**src/rtl/pipe_seg.sv**
```systemverilog
// pipe_seg: valid/ready pipeline segment register with flush and a saturating stall counter.
// Define PIPE_SEG_SKID_EN for the two-entry skid buffer with a registered in_ready.
module pipe_seg #(
  parameter int unsigned DATA_W = 32,
  parameter int unsigned CNT_W  = 16
) (
  input  logic              clk,
  input  logic              reset,
  input  logic              flush,
  input  logic              in_valid,
  output logic              in_ready,
  input  logic [DATA_W-1:0] in_data,
  output logic              out_valid,
  input  logic              out_ready,
  output logic [DATA_W-1:0] out_data,
  output logic [1:0]        occupancy,
  input  logic              stall_clr,
  output logic [CNT_W-1:0]  stall_cnt
);

  typedef enum logic [1:0] {
    ST_EMPTY = 2'd0,
    ST_ONE   = 2'd1,
    ST_TWO   = 2'd2
  } state_t;

  state_t            state_q, state_d;
  logic [DATA_W-1:0] main_q, main_d;
  logic [CNT_W-1:0]  stall_cnt_q, stall_cnt_d;
  logic              in_fire, out_fire;

  assign out_valid = (state_q != ST_EMPTY);
  assign out_data  = main_q;
  assign stall_cnt = stall_cnt_q;
  assign in_fire   = in_valid && in_ready;
  assign out_fire  = out_valid && out_ready;

  always_comb begin
    occupancy = 2'd0;
    case (state_q)
      ST_ONE:  occupancy = 2'd1;
      ST_TWO:  occupancy = 2'd2;
      default: occupancy = 2'd0;
    endcase
  end

`ifdef PIPE_SEG_SKID_EN
  logic [DATA_W-1:0] skid_q, skid_d;
  logic              in_ready_q, in_ready_d;

  assign in_ready = in_ready_q;

  always_comb begin
    state_d = state_q;
    main_d  = main_q;
    skid_d  = skid_q;
    case (state_q)
      ST_EMPTY: begin
        if (in_fire) begin
          state_d = ST_ONE;
          main_d  = in_data;
        end
      end
      ST_ONE: begin
        if (in_fire && out_fire) begin
          main_d = in_data;
        end else if (in_fire) begin
          state_d = ST_TWO;
          skid_d  = in_data;
        end else if (out_fire) begin
          state_d = ST_EMPTY;
        end
      end
      ST_TWO: begin
        if (out_fire) begin
          state_d = ST_ONE;
          main_d  = skid_q;
        end
      end
      default: state_d = ST_EMPTY;
    endcase
    // Flush kills everything; payload registers keep their contents.
    if (flush) begin
      state_d = ST_EMPTY;
      main_d  = main_q;
      skid_d  = skid_q;
    end
    in_ready_d = (state_d != ST_TWO);
  end

  always_ff @(posedge clk or posedge reset) begin
    if (reset) begin
      skid_q     <= '0;
      in_ready_q <= 1'b1;
    end else begin
      skid_q     <= skid_d;
      in_ready_q <= in_ready_d;
    end
  end
`else
  assign in_ready = !out_valid || out_ready;

  always_comb begin
    state_d = state_q;
    main_d  = main_q;
    case (state_q)
      ST_EMPTY: begin
        if (in_fire) begin
          state_d = ST_ONE;
          main_d  = in_data;
        end
      end
      ST_ONE: begin
        if (in_fire) begin
          main_d = in_data;
        end else if (out_fire) begin
          state_d = ST_EMPTY;
        end
      end
      default: state_d = ST_EMPTY;
    endcase
    if (flush) begin
      state_d = ST_EMPTY;
      main_d  = main_q;
    end
  end
`endif

  always_comb begin
    stall_cnt_d = stall_cnt_q;
    if (stall_clr) begin
      stall_cnt_d = '0;
    end else if (out_valid && !out_ready && !(&stall_cnt_q)) begin
      stall_cnt_d = stall_cnt_q + 1'b1;
    end
  end

  always_ff @(posedge clk or posedge reset) begin
    if (reset) begin
      state_q     <= ST_EMPTY;
      main_q      <= '0;
      stall_cnt_q <= '0;
    end else begin
      state_q     <= state_d;
      main_q      <= main_d;
      stall_cnt_q <= stall_cnt_d;
    end
  end

endmodule

```
**config.mk**
```make
export PLATFORM = sky130hd
export DESIGN_NAME = pipe_seg
export DESIGN_NICKNAME = d
export VERILOG_FILES = /design/src/rtl/pipe_seg.sv
export SDC_FILE = /design/constraint.sdc
export NUM_CORES = 1
export LEC_CHECK = 0
export BUFFER_PORTS_ARGS = -buffer_cell sky130_fd_sc_hd__buf_2
export CAP_MARGIN = 20
export CORE_MARGIN = 2
export CORE_UTILIZATION = 44
export CTS_CLUSTER_DIAMETER = 100
export CTS_CLUSTER_SIZE = 12
export DETAILED_ROUTE_END_ITERATION = 16
export GPL_ROUTABILITY_DRIVEN = 0
export GPL_TIMING_DRIVEN = 1
export PLACE_DENSITY = 0.74
export RECOVER_POWER = 50
export SLEW_MARGIN = 0
export SYNTH_ARGS = -nofsm -noshare
export SYNTH_HDL_FRONTEND = slang
export SYNTH_SLANG_ARGS = --single-unit
```
**constraint.sdc**
```tcl
create_clock -name clk -period 2 [get_ports clk]
set_input_delay 0.1 -clock clk [delete_from_list [all_inputs] [get_ports clk]]
set_output_delay 0.1 -clock clk [all_outputs]
set_load 0.1 [all_outputs]
```
==> results of run 1 <==
## worst max-delay path, stage by stage (launching register included)
cell,delay [ns]
dfrtp_4,0.42
nor2b_4,0.30
inv_12,0.05
or3_4,0.39
nor4b_4,0.27
mux2_1,0.35
## logic make-up after synthesis
| family | synth area share [%] |
|---|---|
| multiplexers | 17.15 |
| buffers and inverters | 3.579 |
| adder cells (fa/ha/maj) | 0.5773 |
| AND/OR/NAND/NOR | 14.55 |
| flip-flops | 56.58 |
| other | 0.1730 |
| AO/OA/AOI/OAI | 7.391 |
## sequential cells by signal, summed over array words and instances (netlist names)
register and flops:
state_q 1, out_data 32, stall_cnt 16
## where the power goes
part / leakage [nW] / switching, mW / total [mW] / internal (mW)
Combinational: 0.588 / 1.01 / 1.20 / 0.188
Sequential: 0.584 / 0.0567 / 1.16 / 1.10
Clock: 0.0374 / 0.334 / 0.581 / 0.247
Total: 1.21 / 1.40 / 2.94 / 1.54
## layer usage
layer	routed length [um]	global-route usage [%]	vias to the layer above
met2	2228	28.97	69
met5	0	0	-
li1	-	-	821
met3	357	6.369	6
met4	57	5.455	0
met1	2024	24.49	853
## final timing paths
kind                              start       endpoint
setup / recovery             state_q[0]  stall_cnt[14]
hold / removal              in_data[30]   out_data[30]
setup reg to reg             state_q[0]  stall_cnt[14]
hold reg to reg            out_data[14]   out_data[14]
max in group asynchronous         reset   stall_cnt[8]
min in group asynchronous         reset   out_data[24]
## cell type report
cell class	instances	share of cell area (%)
Inverter	4	0.9658
Sequential cell	49	44.03
Clock inverter	2	0.5268
Timing Repair Buffer	96	17.56
Clock buffer	6	2.546
Tap cell	67	2.941
Multi-Input combinational cell	111	31.43
## cells in the final DEF, fill, tap and decap left out, types with 6 or more instances in the layout
cell,count
a21oi_1,12
buf_2,64
clkbuf_1,25
dfrtp_1,32
dfrtp_2,14
mux2_2,32
nand3_1,6
nor2_1,7
o31ai_1,6
## per-stage QoR
step	setup TNS (ns)	instances	hold WS [ns]	utilization (%)	total power, mW
global placement	0	325	-0.03037	58.70	2.393
global route	0	335	0.005152	60.34	3.055
detailed placement	0	325	-0.02464	58.70	2.408
finish	0	335	0.02543	60.34	2.940
CTS	0	335	0.01752	60.98	2.994
floorplan	-0.3475	173	0.1627	-	2.202
## cells in the mapped netlist, types with 2 or more instances
library cell   n  area [um2]
or4_1          5       37.54
dfrtp_1       49        1226
nor2_1         7       26.28
mux2_2        32       360.4
and3_1         2       12.51
nor4_2         2       25.02
inv_1          3       11.26
nand2_1        5       18.77
o21ai_0        2       10.01
buf_4          2       15.01
nand3_1        6       30.03
a21oi_1       12       60.06
buf_6          2       22.52
or3_1          4       25.02
nor3_1         4       20.02
buf_2          3       15.01
and4_1         2       17.52
o21ai_1        3       15.01
o31ai_1        6       45.04
nand4_1        4       25.02
==> flow_summary.rst, run 1 <==
.. list-table::
   :header-rows: 1

   * - Metric
     - Value
   * - FF-to-FF path depth
     - 5
   * - Pin count of the biggest net entering global routing
     - 48
   * - Data arrival, critical path
     - 2.07 ns
   * - Ratio of final minimum period to clock period
     - 94.53%
   * - Endpoints failing setup
     - 0
   * - Remaining global-route overflow
     - 0
   * - Drt initial violations
     - 88
   * - Average vias per placed instance
     - 5.221
   * - Source-to-sink clock delay at the later pin of the worst-skew pair
     - 0.30 ns
   * - Count of flip-flops with a built-in enable after synthesis
     - 0
   * - Sort of element at the start of the critical path
     - register
   * - Vias after detailed routing
     - 1749
   * - RSZ-0062 raised after global routing
     - no
   * - Post-route design area
     - 0.002850 mm2
   * - Site row count
     - 25
   * - Initial Utilization
     - 45.88%
   * - Sequential share of the synthesized area
     - 56.58%
   * - Mean cell area of the mapped netlist
     - 12.53 um2
   * - Relative slew margins
     - 21.26%
   * - Cell area power density
     - 1031 mW/mm2
   * - Transition time at the pin with the least slew margin
     - 1.186 ns
   * - Post-Syn Area
     - 0.002167 mm2
   * - Die Footprint
     - 0.005503 mm2
   * - Post-Place Worst Slack
     - 0.1282 ns
   * - Cell at the root of the clock tree
     - clkbuf_8
   * - Time the worst path needs with I/O delays and setup
     - 1.891 ns
   * - Cell count after synthesis
     - 173
   * - First-pass GRT wire length
     - 7748 um
   * - Post-layout net count
     - 306
   * - Placement-stage cell area
     - 0.002773 mm2
   * - Antenna violations before repair
     - 0
   * - Maxcap violations
     - 0
   * - Net count after synthesis
     - 212
   * - Cells resized by post-CTS repair
     - 0
   * - DRC violation count after routing
     - 0
   * - Total CTS buffers
     - 5
   * - Die span in x
     - 74.18 um
   * - Core area
     - 0.004723 mm2
   * - Critical setup path kind
     - reg2reg
   * - Number of distinct standard cells referenced by the synthesized netlist
     - 38
   * - Antenna diode instance count
     - 0
   * - # port buffers
     - 88
   * - Detailed-route wire length
     - 4667 um
   * - Maximum number of buffers from clock root to sink
     - 2
   * - Most used flip-flop cell after synthesis
     - dfrtp_1
   * - Layout cells sized above 1
     - 50.37%
   * - Hold path depth
     - 2
   * - Proportion of register bits with asynchronous set or reset after synthesis
     - 100.0%
   * - Minimum setup slack in the final design
     - 0.1093 ns
   * - Post-CTS Repair Setup Buffers
     - 0
   * - Antenna Nets Post-Route
     - 0
   * - Result of the run
     - finished clean
   * - Warnings, synthesis
     - 0
   * - Final Hold Fails
     - 0
   * - Data required, critical path
     - 2.18 ns
   * - VDD IR max
     - 0.0007595 V
   * - Type of destination of the critical path
     - register
   * - Highest attainable clock frequency
     - 528.9 MHz
   * - Num ports
     - 90
   * - H-Tree Depth
     - 2
   * - Final-layout fill cell count
     - 412
   * - Pins Over Slew Limit
     - 0
   * - Worst min path class
     - in2reg
   * - Area added between synthesis and finish
     - 31.52%
   * - TritonCTS clock tree
     - done
   * - Leakage dissipation
     - 1.209 nW
   * - GRT Overall Usage
     - 18.48%
   * - Drt pass-1 iters
     - 4
   * - Vias in the first global route
     - 1677
   * - Max Fanout on Critical Path
     - 8
   * - Seq cells post-synth
     - 49
   * - Number of sinks on the clock net
     - 49
   * - Largest clock skew in the final design
     - 0.004818 ns
   * - Detailed placer's ending HPWL
     - 3430 um
   * - Area occupied by registers
     - 0.001255 mm2
   * - Y dimension of the die
     - 74.18 um
   * - Wire length per cell
     - 13.93 um
   * - Clock Pin Slew Worst Setup and Hold Paths
     - 0.09 ns
   * - Register-to-register path setup slack
     - 0.11 ns
   * - Number of hold-repair buffers added at the cts stage
     - 2
   * - Area of the multi-input gates
     - 895.9 um2
Note: power is estimated with default switching activity, not from simulation.
==> run 2, diff against run 1 <==
ABC_AREA = 1   (was unset)
PLACE_DENSITY = 0.73   (was 0.74)
==> run 2 against run 1 <==
Synthesized cell count up 37%. Cell count rose by 20%. Combinational power about the same. Flip-flop and latch count is the same. Die area up 5.9%. Setup slack better by 0.097 ns. Via count increased by 12%. Register-to-register slack gained 0.097 ns. Sequential share of layout area fell by 2.1 points. Non-clock buffer count decreased by 1. Area after synthesis is 6.2% higher. Clock skew about the same. Largest power group unchanged. Highest routed layer unchanged.
==> flow_summary.rst, run 2 <==
.. list-table::
   :header-rows: 1

   * - Metric
     - Value
   * - First-pass GRT wire length
     - 8735 um (was 7748 um)
   * - Largest clock skew in the final design
     - 0.005128 ns (was 0.004818 ns)
   * - Total internal power
     - 1.666 mW (was 1.539 mW)
   * - DRC violation count after routing
     - 0 (unchanged)
   * - Y dimension of the die
     - 76.34 um (was 74.18 um)
   * - Maxcap violations
     - 0 (unchanged)
   * - List of most frequent post-synthesis cells
     - nand2_1 (61), dfrtp_1 (49), mux2_2 (32) (was dfrtp_1 (49), mux2_2 (32), a21oi_1 (12))
   * - Highest attainable clock frequency
     - 557.6 MHz (was 528.9 MHz)
   * - Result of the run
     - finished clean (unchanged)
   * - H-Tree Depth
     - 2 (unchanged)
   * - Antenna diode instance count
     - 0 (unchanged)
   * - Critical setup path kind
     - reg2reg (unchanged)
   * - Endpoints failing setup
     - 0 (unchanged)
   * - # port buffers
     - 88 (unchanged)
   * - Worst-path cell chain
     - ha_1, nand2_2, nor2_4, nand2_2, nor2_2, nor2_2, buf_4, nor2_4, nand2_1, nand2_1 (was nor2b_4, inv_12, or3_4, nor4b_4, mux2_1)
   * - Proportion of register bits with asynchronous set or reset after synthesis
     - 100.0% (unchanged)
   * - Source-to-sink clock delay at the later pin of the worst-skew pair
     - 0.30 ns (about the same)
   * - Fin Setup TNS
     - 0 ns (unchanged)
   * - Number of sinks on the clock net
     - 49 (unchanged)
   * - Mean cell area of the mapped netlist
     - 9.714 um2 (was 12.53 um2)
   * - Clock share of power
     - 23.3% (was 19.8%)
   * - Post-Place Worst Slack
     - 0.2523 ns (was 0.1282 ns)
   * - Slowest Stage Delay on Critical Path
     - 0.41 ns (was 0.42 ns)
   * - Max FFs per register
     - 32 (unchanged)
   * - Sequential share of power
     - 37.5% (was 39.5%)
   * - Seq cells post-synth
     - 49 (unchanged)
   * - Clock Pin Slew Worst Setup and Hold Paths
     - 0.09 ns (about the same)
   * - Time the worst path needs with I/O delays and setup
     - 1.793 ns (was 1.891 ns)
   * - Cell with the most instances after synthesis
     - nand2_1 (was dfrtp_1)
   * - Vias in the first global route
     - 1962 (was 1677)
   * - VDD IR max
     - 0.0005936 V (was 0.0007595 V)
   * - Reg2Reg Launch Point
     - stall_cnt[1] (was state_q[0])
   * - Antenna violations before repair
     - 0 (unchanged)
   * - TritonCTS clock tree
     - done (unchanged)
   * - Post-CTS Repair Setup Buffers
     - 0 (unchanged)
   * - Combinational group share of total power
     - 39.1% (was 40.8%)
   * - Average vias per placed instance
     - 4.886 (was 5.221)
   * - Count of flip-flops with a built-in enable after synthesis
     - 0 (unchanged)
   * - Die Footprint
     - 0.005827 mm2 (was 0.005503 mm2)
   * - Maximum number of buffers from clock root to sink
     - 2 (unchanged)
   * - Site row count
     - 26 (was 25)
   * - Net count after synthesis
     - 276 (was 212)
   * - Number of distinct standard cells referenced by the synthesized netlist
     - 23 (was 38)
   * - Vias after detailed routing
     - 1964 (was 1749)
   * - Initial Utilization
     - 45.36% (was 45.88%)
   * - Pins Over Slew Limit
     - 0 (unchanged)
   * - Wire length per cell
     - 12.60 um (was 13.93 um)
   * - Ratio of final minimum period to clock period
     - 89.67% (was 94.53%)
   * - Cell type with the largest total area after synthesis
     - dfrtp_1 (unchanged)
   * - Leading cell types by total area after synthesis
     - dfrtp_1 (53%), mux2_2 (16%), nand2_1 (9.9%) (was dfrtp_1 (57%), mux2_2 (17%), a21oi_1 (2.8%))
   * - Cell count after synthesis
     - 237 (was 173)
   * - Minimum setup slack in the final design
     - 0.2066 ns (was 0.1093 ns)
   * - Drt initial violations
     - 40 (was 88)
   * - Worst min path class
     - in2reg (unchanged)
   * - Warnings, synthesis
     - 0 (unchanged)
   * - Num ports
     - 90 (unchanged)
   * - Switching power share of the total
     - 46.03% (was 47.65%)
   * - Type of destination of the critical path
     - register (unchanged)
   * - RSZ-0062 raised after global routing
     - no (unchanged)
   * - Most used flip-flop cell after synthesis
     - dfrtp_1 (unchanged)
   * - Sort of element at the start of the critical path
     - register (unchanged)
   * - Pin count of the biggest net entering global routing
     - 27 (was 48)
   * - Max Fanout on Critical Path
     - 12 (was 8)
   * - Net Sw Power
     - 1.420 mW (was 1.401 mW)
   * - Register-to-register path setup slack
     - 0.21 ns (was 0.11 ns)
   * - Post-Syn Area
     - 0.002302 mm2 (was 0.002167 mm2)
   * - Sequential share of the synthesized area
     - 53.26% (was 56.58%)
   * - Most frequent cells in the layout
     - buf_2 (64), nand2_1 (62), dfrtp_1 (38) (was buf_2 (64), mux2_2 (32), dfrtp_1 (32))
   * - Cell with the largest stage delay on the worst path
     - dfrtp_2 (was dfrtp_4)
   * - Drt pass-1 iters
     - 4 (unchanged)
   * - Detailed-route wire length
     - 5064 um (was 4667 um)
   * - Final-layout fill cell count
     - 500 (was 412)
   * - Detailed placer's ending HPWL
     - 3799 um (was 3430 um)
   * - Post-layout net count
     - 370 (was 306)
   * - Final Hold Fails
     - 0 (unchanged)
   * - First element of the critical path
     - stall_cnt[1] (was state_q[0])
   * - Remaining global-route overflow
     - 0 (unchanged)
   * - Leakage dissipation
     - 1.441 nW (was 1.209 nW)
   * - Core area
     - 0.005075 mm2 (was 0.004723 mm2)
   * - Antenna Nets Post-Route
     - 0 (unchanged)
   * - Die span in x
     - 76.34 um (was 74.18 um)
   * - Data required, critical path
     - 2.24 ns (was 2.18 ns)
   * - Cell family contributing the most delay on the critical path
     - simple AND/OR/NAND/NOR gates (unchanged)
   * - Buf+Inv Stages, Crit Path
     - 1 (unchanged)
   * - Relative slew margins
     - 21.31% (was 21.26%)
   * - Data arrival, critical path
     - 2.04 ns (was 2.07 ns)
   * - Total CTS buffers
     - 5 (unchanged)
   * - Share of the synthesized area in the top cell type
     - 53.26% (was 56.58%)
   * - GRT Overall Usage
     - 18.52% (was 18.48%)
   * - Startpoint of the lowest-slack hold path
     - in_data[2] (was in_data[30])
   * - Layout cells sized above 1
     - 38.25% (was 50.37%)
   * - Cell at the root of the clock tree
     - clkbuf_8 (unchanged)
   * - Cell area power density
     - 1044 mW/mm2 (was 1031 mW/mm2)
   * - Area added between synthesis and finish
     - 28.42% (was 31.52%)
   * - Transition time at the pin with the least slew margin
     - 1.185 ns (was 1.186 ns)
   * - Most common cell after layout, fill and taps aside
     - buf_2 (unchanged)
## run 2: cell count changes after synthesis, moves of 3 or more
cell and change:
nand3_1 +10, or4_1 -5, nand4_1 +4, nor3_1 -3, o31ai_1 -6, inv_1 +15
nor2_1 +17, nand2_1 +56, nor2_4 +3, or3_1 -4, nand2_2 +3, a21oi_1 -9
## run 2: worst register-to-register path, stage by stage (launching register included)
cell	delay, ns
dfrtp_2	0.41
ha_1	0.22
nand2_2	0.09
nor2_4	0.16
nand2_2	0.10
nor2_2	0.12
nor2_2	0.05
buf_4	0.16
nor2_4	0.26
nand2_1	0.10
nand2_1	0.07
## run 2: what timing repair did
action                                 in CTS  in global routing
gates resized for setup                     0                  0
hold buffers                                2                  0
endpoints found under the hold margin      24                  0
## run 2: path summary, 6_finish.rpt
kind / to / cells past startpoint
min in group asynchronous: out_data[8] / 3
worst min register to register: out_data[18] / 1
worst max-delay path: stall_cnt[10] / 10
max in group asynchronous: stall_cnt[1] / 4
worst min-delay path: out_data[2] / 2
worst max register to register: stall_cnt[10] / 10
## run 2: kinds of logic (layout without fill, tap and decap cells)
group	Yosys count	after routing	share of synthesized area [%]
compound gates	6	6	1.413
xor+xnor	3	3	1.142
fa+ha+maj	1	1	0.5434
buf+inv	27	122	5.271
flops	49	49	53.26
mux	32	32	15.65
other cells	1	1	0.1629
simple gates	118	118	22.55
## run 2: cell type report
type,instances,area (um2),share of cell area (%)
Clock buffer,5,68.82,2.328
Clock inverter,3,43.79,1.481
Inverter,19,71.32,2.412
Multi-Input combinational cell,161,952.2,32.20
Sequential cell,49,1240,41.94
Tap cell,70,87.58,2.962
Timing Repair Buffer,95,493.0,16.67
## run 2: per-stage QoR
| stage | power, mW | utilization [%] | area [um2] | cells | hold slack [ns] |
|---|---|---|---|---|---|
| after floorplan | 2.205 | - | 2321 | 237 | 0.1595 |
| final | 3.086 | 58.26 | 2957 | 402 | 0.02362 |
| after global placement | 2.400 | 56.39 | 2861 | 392 | 0.1745 |
| after detailed placement | 2.415 | 56.39 | 2861 | 392 | 0.1725 |
| after global routing | 3.207 | 58.26 | 2957 | 402 | 0.001520 |
| after CTS | 3.143 | 59.00 | 2994 | 402 | 0.01484 |
## run 2: power by group through the flow
stage | clock network (mW) | logic [mW] | registers [mW]
after floorplan | 0 | 0.188 | 2.02
after global placement | 0 | 1.23 | 1.17
after detailed placement | 0 | 1.24 | 1.18
after CTS | 0.743 | 1.24 | 1.16
after global routing | 0.784 | 1.25 | 1.18
final | 0.720 | 1.21 | 1.16
## run 2: metal layers
metal | vias to the layer above | share of wire, % | track usage, % | routed length [um]
li1 | 956 | - | - | -
met1 | 915 | 43 | 23.98 | 2184
met2 | 84 | 47 | 29.38 | 2401
met3 | 9 | 7.8 | 4.502 | 396
met4 | 0 | 1.6 | 8.727 | 81
met5 | - | 0 | 0 | 0
